==> src/rtl/pma_region_scanner_if.sv <==
// Request/response bus between a PMA requester and pma_region_scanner; the requester
// holds the master modport, the scanner the slave modport.
interface pma_region_scanner_if #(
  parameter int unsigned PLEN = 56
);
  logic            flush_i;
  logic            req_valid_i;
  logic            req_ready_o;
  logic [PLEN-1:0] req_paddr_i;
  logic            rsp_valid_o;
  logic            rsp_ready_i;
  logic [PLEN-1:0] rsp_paddr_o;
  logic            rsp_cacheable_o;
  logic            rsp_nonidempotent_o;
  logic            rsp_executable_o;

  modport master (
    output flush_i, req_valid_i, req_paddr_i, rsp_ready_i,
    input  req_ready_o, rsp_valid_o, rsp_paddr_o,
           rsp_cacheable_o, rsp_nonidempotent_o, rsp_executable_o
  );

  modport slave (
    input  flush_i, req_valid_i, req_paddr_i, rsp_ready_i,
    output req_ready_o, rsp_valid_o, rsp_paddr_o,
           rsp_cacheable_o, rsp_nonidempotent_o, rsp_executable_o
  );
endinterface

==> src/rtl/pma_region_scanner.sv <==
// Iterative PMA classifier: one rule index per cycle across cached/non-idempotent/execute tables.
// Response after NrScan+1 cycles; one request in flight, response held until rsp_ready_i, flush aborts.
module pma_region_scanner #(
  parameter int unsigned PLEN                 = 56,
  parameter int unsigned MaxRules             = 8,
  parameter int unsigned NrCachedRegionRules  = 0,
  parameter logic [MaxRules-1:0][63:0] CachedRegionAddrBase  = '0,
  parameter logic [MaxRules-1:0][63:0] CachedRegionLength    = '0,
  parameter int unsigned NrNonIdempotentRules = 0,
  parameter logic [MaxRules-1:0][63:0] NonIdempotentAddrBase = '0,
  parameter logic [MaxRules-1:0][63:0] NonIdempotentLength   = '0,
  parameter int unsigned NrExecuteRegionRules = 0,
  parameter logic [MaxRules-1:0][63:0] ExecuteRegionAddrBase = '0,
  parameter logic [MaxRules-1:0][63:0] ExecuteRegionLength   = '0
) (
  input logic                  clk_i,
  input logic                  rst_ni,
  pma_region_scanner_if.slave  bus
);
  localparam int unsigned NrCn   = (NrCachedRegionRules > NrNonIdempotentRules) ?
                                   NrCachedRegionRules : NrNonIdempotentRules;
  localparam int unsigned NrScan = (NrCn > NrExecuteRegionRules) ? NrCn : NrExecuteRegionRules;
  localparam int unsigned IdxW   = (MaxRules > 1) ? $clog2(MaxRules) : 1;
  localparam logic [IdxW-1:0] LastIdx = IdxW'((NrScan == 0) ? 0 : NrScan - 1);

  typedef enum logic [1:0] {IDLE, SCAN, RESP} state_e;

  state_e          state_q, state_d;
  logic [IdxW-1:0] idx_q, idx_d;
  logic [PLEN-1:0] addr_q, addr_d;
  logic            cach_q, cach_d, nidem_q, nidem_d, exec_q, exec_d;
  logic            req_ready;
  logic [63:0]     addr64;
  logic [63:0]     c_base, c_len, n_base, n_len, x_base, x_len;
  logic            c_hit, n_hit, x_hit;

  // Upper bound is exclusive and computed in 65 bits so base+length never wraps.
  function automatic logic in_region(logic [63:0] a, logic [63:0] base, logic [63:0] len);
    return (base <= a) && ({1'b0, a} < ({1'b0, base} + {1'b0, len}));
  endfunction

  assign addr64    = 64'(addr_q);
  assign req_ready = (state_q == IDLE) && !bus.flush_i;

  always_comb begin
    c_base = '0; c_len = '0; n_base = '0; n_len = '0; x_base = '0; x_len = '0;
    for (int k = 0; k < MaxRules; k++) begin
      if (idx_q == IdxW'(k)) begin
        c_base = CachedRegionAddrBase[k];  c_len = CachedRegionLength[k];
        n_base = NonIdempotentAddrBase[k]; n_len = NonIdempotentLength[k];
        x_base = ExecuteRegionAddrBase[k]; x_len = ExecuteRegionLength[k];
      end
    end
    // Entries past a table's count may hold anything and must never contribute.
    c_hit = (32'(idx_q) < NrCachedRegionRules)  && in_region(addr64, c_base, c_len);
    n_hit = (32'(idx_q) < NrNonIdempotentRules) && in_region(addr64, n_base, n_len);
    x_hit = (32'(idx_q) < NrExecuteRegionRules) && in_region(addr64, x_base, x_len);
  end

  always_comb begin
    state_d = state_q;
    idx_d   = idx_q;
    addr_d  = addr_q;
    cach_d  = cach_q;
    nidem_d = nidem_q;
    exec_d  = exec_q;
    case (state_q)
      IDLE: begin
        if (bus.req_valid_i && req_ready) begin
          addr_d  = bus.req_paddr_i;
          cach_d  = 1'b0;
          nidem_d = 1'b0;
          exec_d  = 1'b0;
          idx_d   = '0;
          state_d = (NrScan == 0) ? RESP : SCAN;
        end
      end
      SCAN: begin
        cach_d  = cach_q  | c_hit;
        nidem_d = nidem_q | n_hit;
        exec_d  = exec_q  | x_hit;
        if (idx_q == LastIdx) state_d = RESP;
        else                  idx_d   = idx_q + IdxW'(1);
      end
      RESP: begin
        if (bus.rsp_ready_i) state_d = IDLE;
      end
      default: state_d = IDLE;
    endcase
    if (bus.flush_i) begin
      state_d = IDLE;
      idx_d   = '0;
      cach_d  = 1'b0;
      nidem_d = 1'b0;
      exec_d  = 1'b0;
    end
  end

  always_ff @(posedge clk_i or negedge rst_ni) begin
    if (!rst_ni) begin
      state_q <= IDLE;
      idx_q   <= '0;
      addr_q  <= '0;
      cach_q  <= 1'b0;
      nidem_q <= 1'b0;
      exec_q  <= 1'b0;
    end else begin
      state_q <= state_d;
      idx_q   <= idx_d;
      addr_q  <= addr_d;
      cach_q  <= cach_d;
      nidem_q <= nidem_d;
      exec_q  <= exec_d;
    end
  end

  assign bus.req_ready_o         = req_ready;
  assign bus.rsp_valid_o         = (state_q == RESP);
  assign bus.rsp_paddr_o         = addr_q;
  assign bus.rsp_cacheable_o     = cach_q;
  assign bus.rsp_nonidempotent_o = nidem_q;
  assign bus.rsp_executable_o    = exec_q;
endmodule
==> src/flat_wrapper.sv <==
// flat-port wrapper written by rule: the top's interface ports become plain ports
module pma_region_scanner_flat 
#(
  parameter int unsigned PLEN                 = 56,
  parameter int unsigned MaxRules             = 8,
  parameter int unsigned NrCachedRegionRules  = 0,
  parameter logic [MaxRules-1:0][63:0] CachedRegionAddrBase  = '0,
  parameter logic [MaxRules-1:0][63:0] CachedRegionLength    = '0,
  parameter int unsigned NrNonIdempotentRules = 0,
  parameter logic [MaxRules-1:0][63:0] NonIdempotentAddrBase = '0,
  parameter logic [MaxRules-1:0][63:0] NonIdempotentLength   = '0,
  parameter int unsigned NrExecuteRegionRules = 0,
  parameter logic [MaxRules-1:0][63:0] ExecuteRegionAddrBase = '0,
  parameter logic [MaxRules-1:0][63:0] ExecuteRegionLength   = '0
)
  (clk_i, rst_ni, bus_flush_i, bus_req_valid_i, bus_req_paddr_i, bus_rsp_ready_i, bus_req_ready_o, bus_rsp_valid_o, bus_rsp_paddr_o, bus_rsp_cacheable_o, bus_rsp_nonidempotent_o, bus_rsp_executable_o);
  pma_region_scanner_if #(.PLEN(PLEN)) bus_i ();
  input logic clk_i;
  input logic rst_ni;
  input wire logic [$bits(bus_i.flush_i)-1:0] bus_flush_i;
  input wire logic [$bits(bus_i.req_valid_i)-1:0] bus_req_valid_i;
  input wire logic [$bits(bus_i.req_paddr_i)-1:0] bus_req_paddr_i;
  input wire logic [$bits(bus_i.rsp_ready_i)-1:0] bus_rsp_ready_i;
  output wire logic [$bits(bus_i.req_ready_o)-1:0] bus_req_ready_o;
  output wire logic [$bits(bus_i.rsp_valid_o)-1:0] bus_rsp_valid_o;
  output wire logic [$bits(bus_i.rsp_paddr_o)-1:0] bus_rsp_paddr_o;
  output wire logic [$bits(bus_i.rsp_cacheable_o)-1:0] bus_rsp_cacheable_o;
  output wire logic [$bits(bus_i.rsp_nonidempotent_o)-1:0] bus_rsp_nonidempotent_o;
  output wire logic [$bits(bus_i.rsp_executable_o)-1:0] bus_rsp_executable_o;
  assign bus_i.flush_i = bus_flush_i;
  assign bus_i.req_valid_i = bus_req_valid_i;
  assign bus_i.req_paddr_i = bus_req_paddr_i;
  assign bus_i.rsp_ready_i = bus_rsp_ready_i;
  assign bus_req_ready_o = bus_i.req_ready_o;
  assign bus_rsp_valid_o = bus_i.rsp_valid_o;
  assign bus_rsp_paddr_o = bus_i.rsp_paddr_o;
  assign bus_rsp_cacheable_o = bus_i.rsp_cacheable_o;
  assign bus_rsp_nonidempotent_o = bus_i.rsp_nonidempotent_o;
  assign bus_rsp_executable_o = bus_i.rsp_executable_o;
  pma_region_scanner #(.PLEN(PLEN), .MaxRules(MaxRules), .NrCachedRegionRules(NrCachedRegionRules), .CachedRegionAddrBase(CachedRegionAddrBase), .CachedRegionLength(CachedRegionLength), .NrNonIdempotentRules(NrNonIdempotentRules), .NonIdempotentAddrBase(NonIdempotentAddrBase), .NonIdempotentLength(NonIdempotentLength), .NrExecuteRegionRules(NrExecuteRegionRules), .ExecuteRegionAddrBase(ExecuteRegionAddrBase), .ExecuteRegionLength(ExecuteRegionLength)) u_core (.clk_i(clk_i), .rst_ni(rst_ni), .bus(bus_i));
endmodule
==> config.mk <==
export PLATFORM = sky130hd
export DESIGN_NAME = pma_region_scanner_flat
export DESIGN_NICKNAME = d
export VERILOG_FILES = /design/src/rtl/pma_region_scanner_if.sv /design/src/rtl/pma_region_scanner.sv /design/src/flat_wrapper.sv
export SDC_FILE = /design/constraint.sdc
export NUM_CORES = 1
export LEC_CHECK = 0
export BUFFER_PORTS_ARGS = -buffer_cell sky130_fd_sc_hd__buf_2
export CORE_MARGIN = 3
export CORE_UTILIZATION = 40
export CTS_BUF_LIST = sky130_fd_sc_hd__clkbuf_16
export CTS_CLUSTER_DIAMETER = 40
export CTS_CLUSTER_SIZE = 20
export DETAILED_ROUTE_END_ITERATION = 6
export HOLD_SLACK_MARGIN = 0.03
export PLACE_DENSITY = 0.74
export SYNTH_ARGS = -nofsm -noshare
export SYNTH_HDL_FRONTEND = slang
export SYNTH_SLANG_ARGS = --single-unit
==> constraint.sdc <==
create_clock -name clk_i -period 1.7 [get_ports clk_i]
set_input_delay 0.17 -clock clk_i [delete_from_list [all_inputs] [get_ports clk_i]]
set_output_delay 0.17 -clock clk_i [all_outputs]
set_load 0.05 [all_outputs]
==> results of run 1 <==
==> what timing repair did <==
item,CTS,global route
hold endpoints to repair,57,0
buffers inserted,0,0
hold buffers,1,0
==> power by group <==
group | switching (mW) | internal (mW) | total, mW
Sequential | 0.114 | 1.61 | 1.73
Clock | 0.503 | 0.934 | 1.44
Combinational | 1.18 | 0.397 | 1.57
==> stage by stage <==
step | util (%) | hold slack (ns)
3_5_place_dp | 54.79 | 0.1926
5_1_grt | 59.70 | 0.06577
4_1_cts | 59.70 | 0.06015
6_report | 59.70 | 0.07254
3_3_place_gp | 54.79 | 0.1930
2_1_floorplan | - | -0.1256
==> cell usage after synthesis <==
cell      count
a21oi_1       1
buf_2         1
buf_4         4
buf_6         4
conb_1        1
dfrtp_1      57
mux2_1       40
mux2_2       16
nand2b_1      2
nor2_1        1
nor3b_2       1
==> state kept, by name, indices dropped and copies added, names as in the netlist <==
name and flops:
u_core.state_q 1, u_core.bus.rsp_paddr_o 56
==> worst max path at each step <==
stage                                  from                          to  slack, ns  cells after the start
after floorplan           u_core.state_q[1]   u_core.bus.rsp_paddr_o[0]       0.10                      4
after global placement    u_core.state_q[1]  u_core.bus.rsp_paddr_o[53]       0.29                      3
after detailed placement  u_core.state_q[1]  u_core.bus.rsp_paddr_o[15]       0.26                      3
after CTS                 u_core.state_q[1]  u_core.bus.rsp_paddr_o[40]       0.24                      3
after global routing      u_core.state_q[1]  u_core.bus.rsp_paddr_o[40]       0.17                      3
final                     u_core.state_q[1]  u_core.bus.rsp_paddr_o[21]       0.25                      3
==> area by class of cell <==
class	count	area, sq um
multi-input combinational	64	681.9
clock buffer	9	225.2
clock inverter	5	18.77
sequential	57	1426
tap	70	87.58
fill	426	2085
timing repair buffer	122	648.1
==> logic make-up after synthesis <==
family	Yosys count	synth area share [%]
other cells	1	0.1724
buf+inv	9	3.682
mux	56	29.00
simple gates	4	1.323
compound gates	1	0.2299
flops	57	65.59
==> layer usage <==
metal | GRT usage (%) | vias to the layer above | part of all wire (%)
met5 | 0 | - | 0
met4 | 6.588 | 0 | 1.5
met3 | 5.305 | 7 | 10
met2 | 23.37 | 72 | 49
met1 | 15.83 | 718 | 39
li1 | - | 695 | -
==> worst max-delay path: stages (launching register included) <==
cell     delay (ns)
dfrtp_1        0.43
nor3b_4        0.26
buf_12         0.26
mux2_1         0.35
==> out/results.ini, run 1 <==
[layout]
most-common-layout-cells=buf_2 (118), dfrtp_1 (57), mux2_1 (40), mux2_2 (16), clkbuf_16 (9)
stdcell_area_sq_um=3088
fin_cells=327
mostFrequentLayoutCell=buf_2
area_growth_pct=42.00
num_antenna_cells=0
drive_above_1_share_pct=57.20
nets=315

[critical_path]
endpoint_kind=flop
crit_fanout=40
worstRegToRegCells=3
timing.critical_path.required_ns=1.88
worst_reg2reg_path_startpoint=u_core.state_q[1]
timing.rr.end=u_core.bus.rsp_paddr_o[21]
timing.reg2reg.setup_slack_ns=0.25
criticalPathCategory=reg -> reg
arrival_ns=1.63
critPathLaunchType=flop

[sta]
setup-tns-final_ns=0
final.setup.worst_slack_ns=0.2529
final.min_clock_period_ns=1.447
finalHoldViolCount=0
fin_crit_sh_pct=85.12
clock_skew_ns=0.006467
report.final.setup_viol=0
max_clock_freq_mhz=691.0
grt_setup_unrepaired=no
timing_max_transition_violations_final=0

[min_path]
timing.hold.worst.start=bus_flush_i
hold_end=u_core.state_q[1]
min-delay-path-class=in -> reg
timing.hold.worst_path_depth=2

[global_routing]
gr-usage-all-layers_pct=14.02
grt_antenna_before_repair=0
maximum_number_of_pins_on_one_net_before_global_route_repair=58
grt_first_pass_wirelength_um=6741
grt.overflow.total=0
grt_pass1_vias=1483

[flow_run]
drv_cap=0

[power_and_ir_drop]
power_mw=4.740
peakVddDrop_v=0.0007377
p_per_area_nw_per_um2=1535
power.static_leakage_nw=1.541

[cts]
htree_levels=3
number_of_clock_sinks=57
clkSlewWorstSetupHoldPaths_ns=0.05
cts_repair_resize_count=0
cts_made_buffers=9
clkLatencyLatePin_ns=0.31
root_buffer=clkbuf_16
buffers_from_clock_root_to_sink_at_most=2
clock_tree_from_tritoncts=done

[synthesis]
syn-cell-area_sq_um=2175
synthCells=128
ys_warn_count=0
post_synth.cell_area_avg_sq_um=16.99
postSynthRegisterBits=57
synth-seq-area-share_pct=65.59
synth_top_cell_area_share_pct=65.59
synthDominantAreaCellType=dfrtp_1
synth.lib_cells_used.distinct=11
post_synth_main_area_contributors=dfrtp_1 (66%), mux2_1 (21%), mux2_2 (8.3%)

[drt]
num_vias=1492
ant_nets=0
first_pass_iters=2
detailedRoute.firstIterationViolations=34
routedWlPerCell_um=13.15
vias_per_cell=4.563
route.detailed.drc=0
totalWireLength_um=4299

[placement]
detailedPlacementHpwl_um=3185
gp_weighted_congestion=0.7024
post_dp_cell_area_sq_um=2834
place_ws_ns=0.2614
place.port_buffers=118
dp_cells=312

[outcome]
run_status=complete, no violations

[floorplanning]
start_util_pct=42.04
die_area_sq_um=6357
boundaryPins=122
die_width_um=79.73
floorplan.rows=26
floorplan.core_area_sq_um=5172
die_height_um=79.73

Note: power is estimated with default switching activity, not from simulation.
==> inputs of run 2 (changes only) <==
--- a/config.mk
+++ b/config.mk
@@ -5,7 +5,7 @@
 export SDC_FILE = /design/constraint.sdc
 export NUM_CORES = 1
 export LEC_CHECK = 0
-export BUFFER_PORTS_ARGS = -buffer_cell sky130_fd_sc_hd__buf_2
+export BUFFER_PORTS_ARGS = -buffer_cell sky130_fd_sc_hd__buf_4
 export CORE_MARGIN = 3
 export CORE_UTILIZATION = 40
 export CTS_BUF_LIST = sky130_fd_sc_hd__clkbuf_16
==> run 2 against run 1 <==
  * Global-route usage is 1.2 points higher
  * Combinational power rose by 12%
  * Clock power hardly changed
  * Worst hold slack worse by 0.018 ns
  * First-iteration DRC count fell by 26%
  * Critical path depth unchanged
  * Sequential power is essentially flat
  * Wire length is 7.8% higher
  * Total power grew 4.2%
  * Die area unchanged
  * Clock skew down 0.0049 ns
  * Register-to-register slack hardly changed
  * Critical endpoint is now u_core.bus.rsp_paddr_o[15]
  * Largest power group is now combinational logic
==> out/results.ini, run 2 (synthesis gave the netlist of run 1 again) <==
[outcome]
run_status=complete, no violations

[global_routing]
grt_antenna_before_repair=0
gr-usage-all-layers_pct=15.20
grt_first_pass_wirelength_um=7424
grt_pass1_vias=1508
maximum_number_of_pins_on_one_net_before_global_route_repair=58
grt.overflow.total=0

[layout]
n_fill_cell=399
nets=314
mostFrequentLayoutCell=buf_4
drive_above_1_share_pct=57.65
area_growth_pct=54.55
multi_input_area_sq_um=681.9
num_antenna_cells=0
ff_latch_area_sq_um=1426
max_ffs_per_register=56
most-common-layout-cells=buf_4 (119), dfrtp_1 (57), mux2_1 (40), mux2_2 (16), clkbuf_16 (9)

[floorplanning]
die_height_um=79.73
die_width_um=79.73
start_util_pct=42.04
floorplan.rows=26
die_area_sq_um=6357
boundaryPins=122
floorplan.core_area_sq_um=5172

[flow_run]
drv_cap=0

[drt]
first_pass_iters=2
vias_per_cell=4.566
wl_met3_um=501
routedWlPerCell_um=14.26
totalWireLength_um=4634
num_vias=1484
detailedRoute.firstIterationViolations=25
ant_nets=0
met2WireLength_um=2224
route.layer.met1.wl_um=1854
topRoutingLayerUsed=met4
route.detailed.drc=0

[cts]
cts_made_buffers=9
htree_levels=3
clock_tree_from_tritoncts=done
clkLatencyLatePin_ns=0.31
clkSlewWorstSetupHoldPaths_ns=0.04
cts_repair_resize_count=0
number_of_clock_sinks=57
buffers_from_clock_root_to_sink_at_most=2
root_buffer=clkbuf_16

[sta]
grt_setup_unrepaired=no
fin_crit_sh_pct=85.07
final.min_clock_period_ns=1.446
worst_slew_margin_rel_pct=53.41
setup-tns-final_ns=0
clock_skew_ns=0.001551
finalHoldViolCount=0
max_clock_freq_mhz=691.5
timing_max_transition_violations_final=0
worst_slew_pin_slew_ns=0.6989
report.final.setup_viol=0

[critical_path]
critPathMaxStageDelay_ns=0.43
timing.critical_path.required_ns=1.88
worstRegToRegCells=3
launching_instance_or_port_of_the_critical_path=u_core.state_q[1]
timing.rr.end=u_core.bus.rsp_paddr_o[15]
criticalPathCategory=reg -> reg
arrival_ns=1.63
cp-endpoint=u_core.bus.rsp_paddr_o[15]
timing.reg2reg.setup_slack_ns=0.25
crit_path_top_delay_cell=dfrtp_1
cp_num_cells=3
worst_path_dominant_cell_family=flip-flops
critPathLaunchType=flop
crit_path_cell_trace=nor3b_4, buf_12, mux2_1
endpoint_kind=flop
worst_reg2reg_path_startpoint=u_core.state_q[1]
critical_path.n_buffers_inverters=1
crit_fanout=40

[power_and_ir_drop]
power.static_leakage_nw=1.629
combPwrFrac_pct=35.7
p_int_mw=3.130
peakVddDrop_v=0.0008628
power_mw=4.941
p_per_area_nw_per_um2=1470
clock_power_share_pct=29.1
power_switching_share_pct=36.64
power.sequential.fraction_pct=35.2
power.net_switching_mw=1.810

[placement]
detailedPlacementHpwl_um=3415
gp_weighted_congestion=0.6692
place.port_buffers=118

[min_path]
min-delay-path-class=in -> reg

==> run 2: final cells by class <==
class                   count  share of cell area [%]
flip-flops and latches     57                   42.44
repair buffers            121                   27.48
multi-input cells          64                   20.29
clock buffers               9                   6.701
well taps                  70                   2.606
clock inverters             4                  0.4840
==> run 2: worst min-delay path by stage <==
stage	slack [ns]	to	start	depth (start not counted)
floorplan	-0.13	u_core.bus.rsp_paddr_o[0]	rst_ni	0
global placement	0.27	u_core.bus.rsp_paddr_o[7]	rst_ni	1
detailed placement	0.27	u_core.bus.rsp_paddr_o[7]	rst_ni	1
CTS	0.04	u_core.state_q[1]	bus_flush_i	2
global route	0.05	u_core.state_q[1]	bus_flush_i	2
finish	0.05	u_core.state_q[1]	bus_flush_i	2
==> run 2: stage by stage <==
step                instance area (sq um)  instances  utilization, %  hold slack, ns  setup WS [ns]
floorplan                            2182        130               -         -0.1256         0.1048
global placement                     3109        311           60.11          0.2676         0.2818
detailed placement                   3109        311           60.11          0.2720         0.2473
CTS                                  3361        325           64.97         0.04319         0.2366
global route                         3361        325           64.97         0.05155         0.1782
finish                               3361        325           64.97         0.05433         0.2538
==> run 2: layer usage <==
layer  vias to the layer above  GRT usage (%)
li1                        690              -
met1                       712          19.07
met2                        74          24.21
met3                         8          5.079
met4                         0          6.081
met5                         -              0
==> run 2: what timing repair did <==
item,4_1_cts,5_1_grt
endpoints found under the hold margin,57,0
setup buffers,0,0
hold buffers,1,0
==> run 2: power by group through the flow <==
stage                     clock [mW]  sequential (mW)  combinational, mW
after CTS                       1.49             1.74               1.79
after global placement             0             1.76               1.76
after floorplan                    0             2.65              0.262
final                           1.44             1.74               1.76
after global routing            1.57             1.78               1.84
after detailed placement           0             1.76               1.78
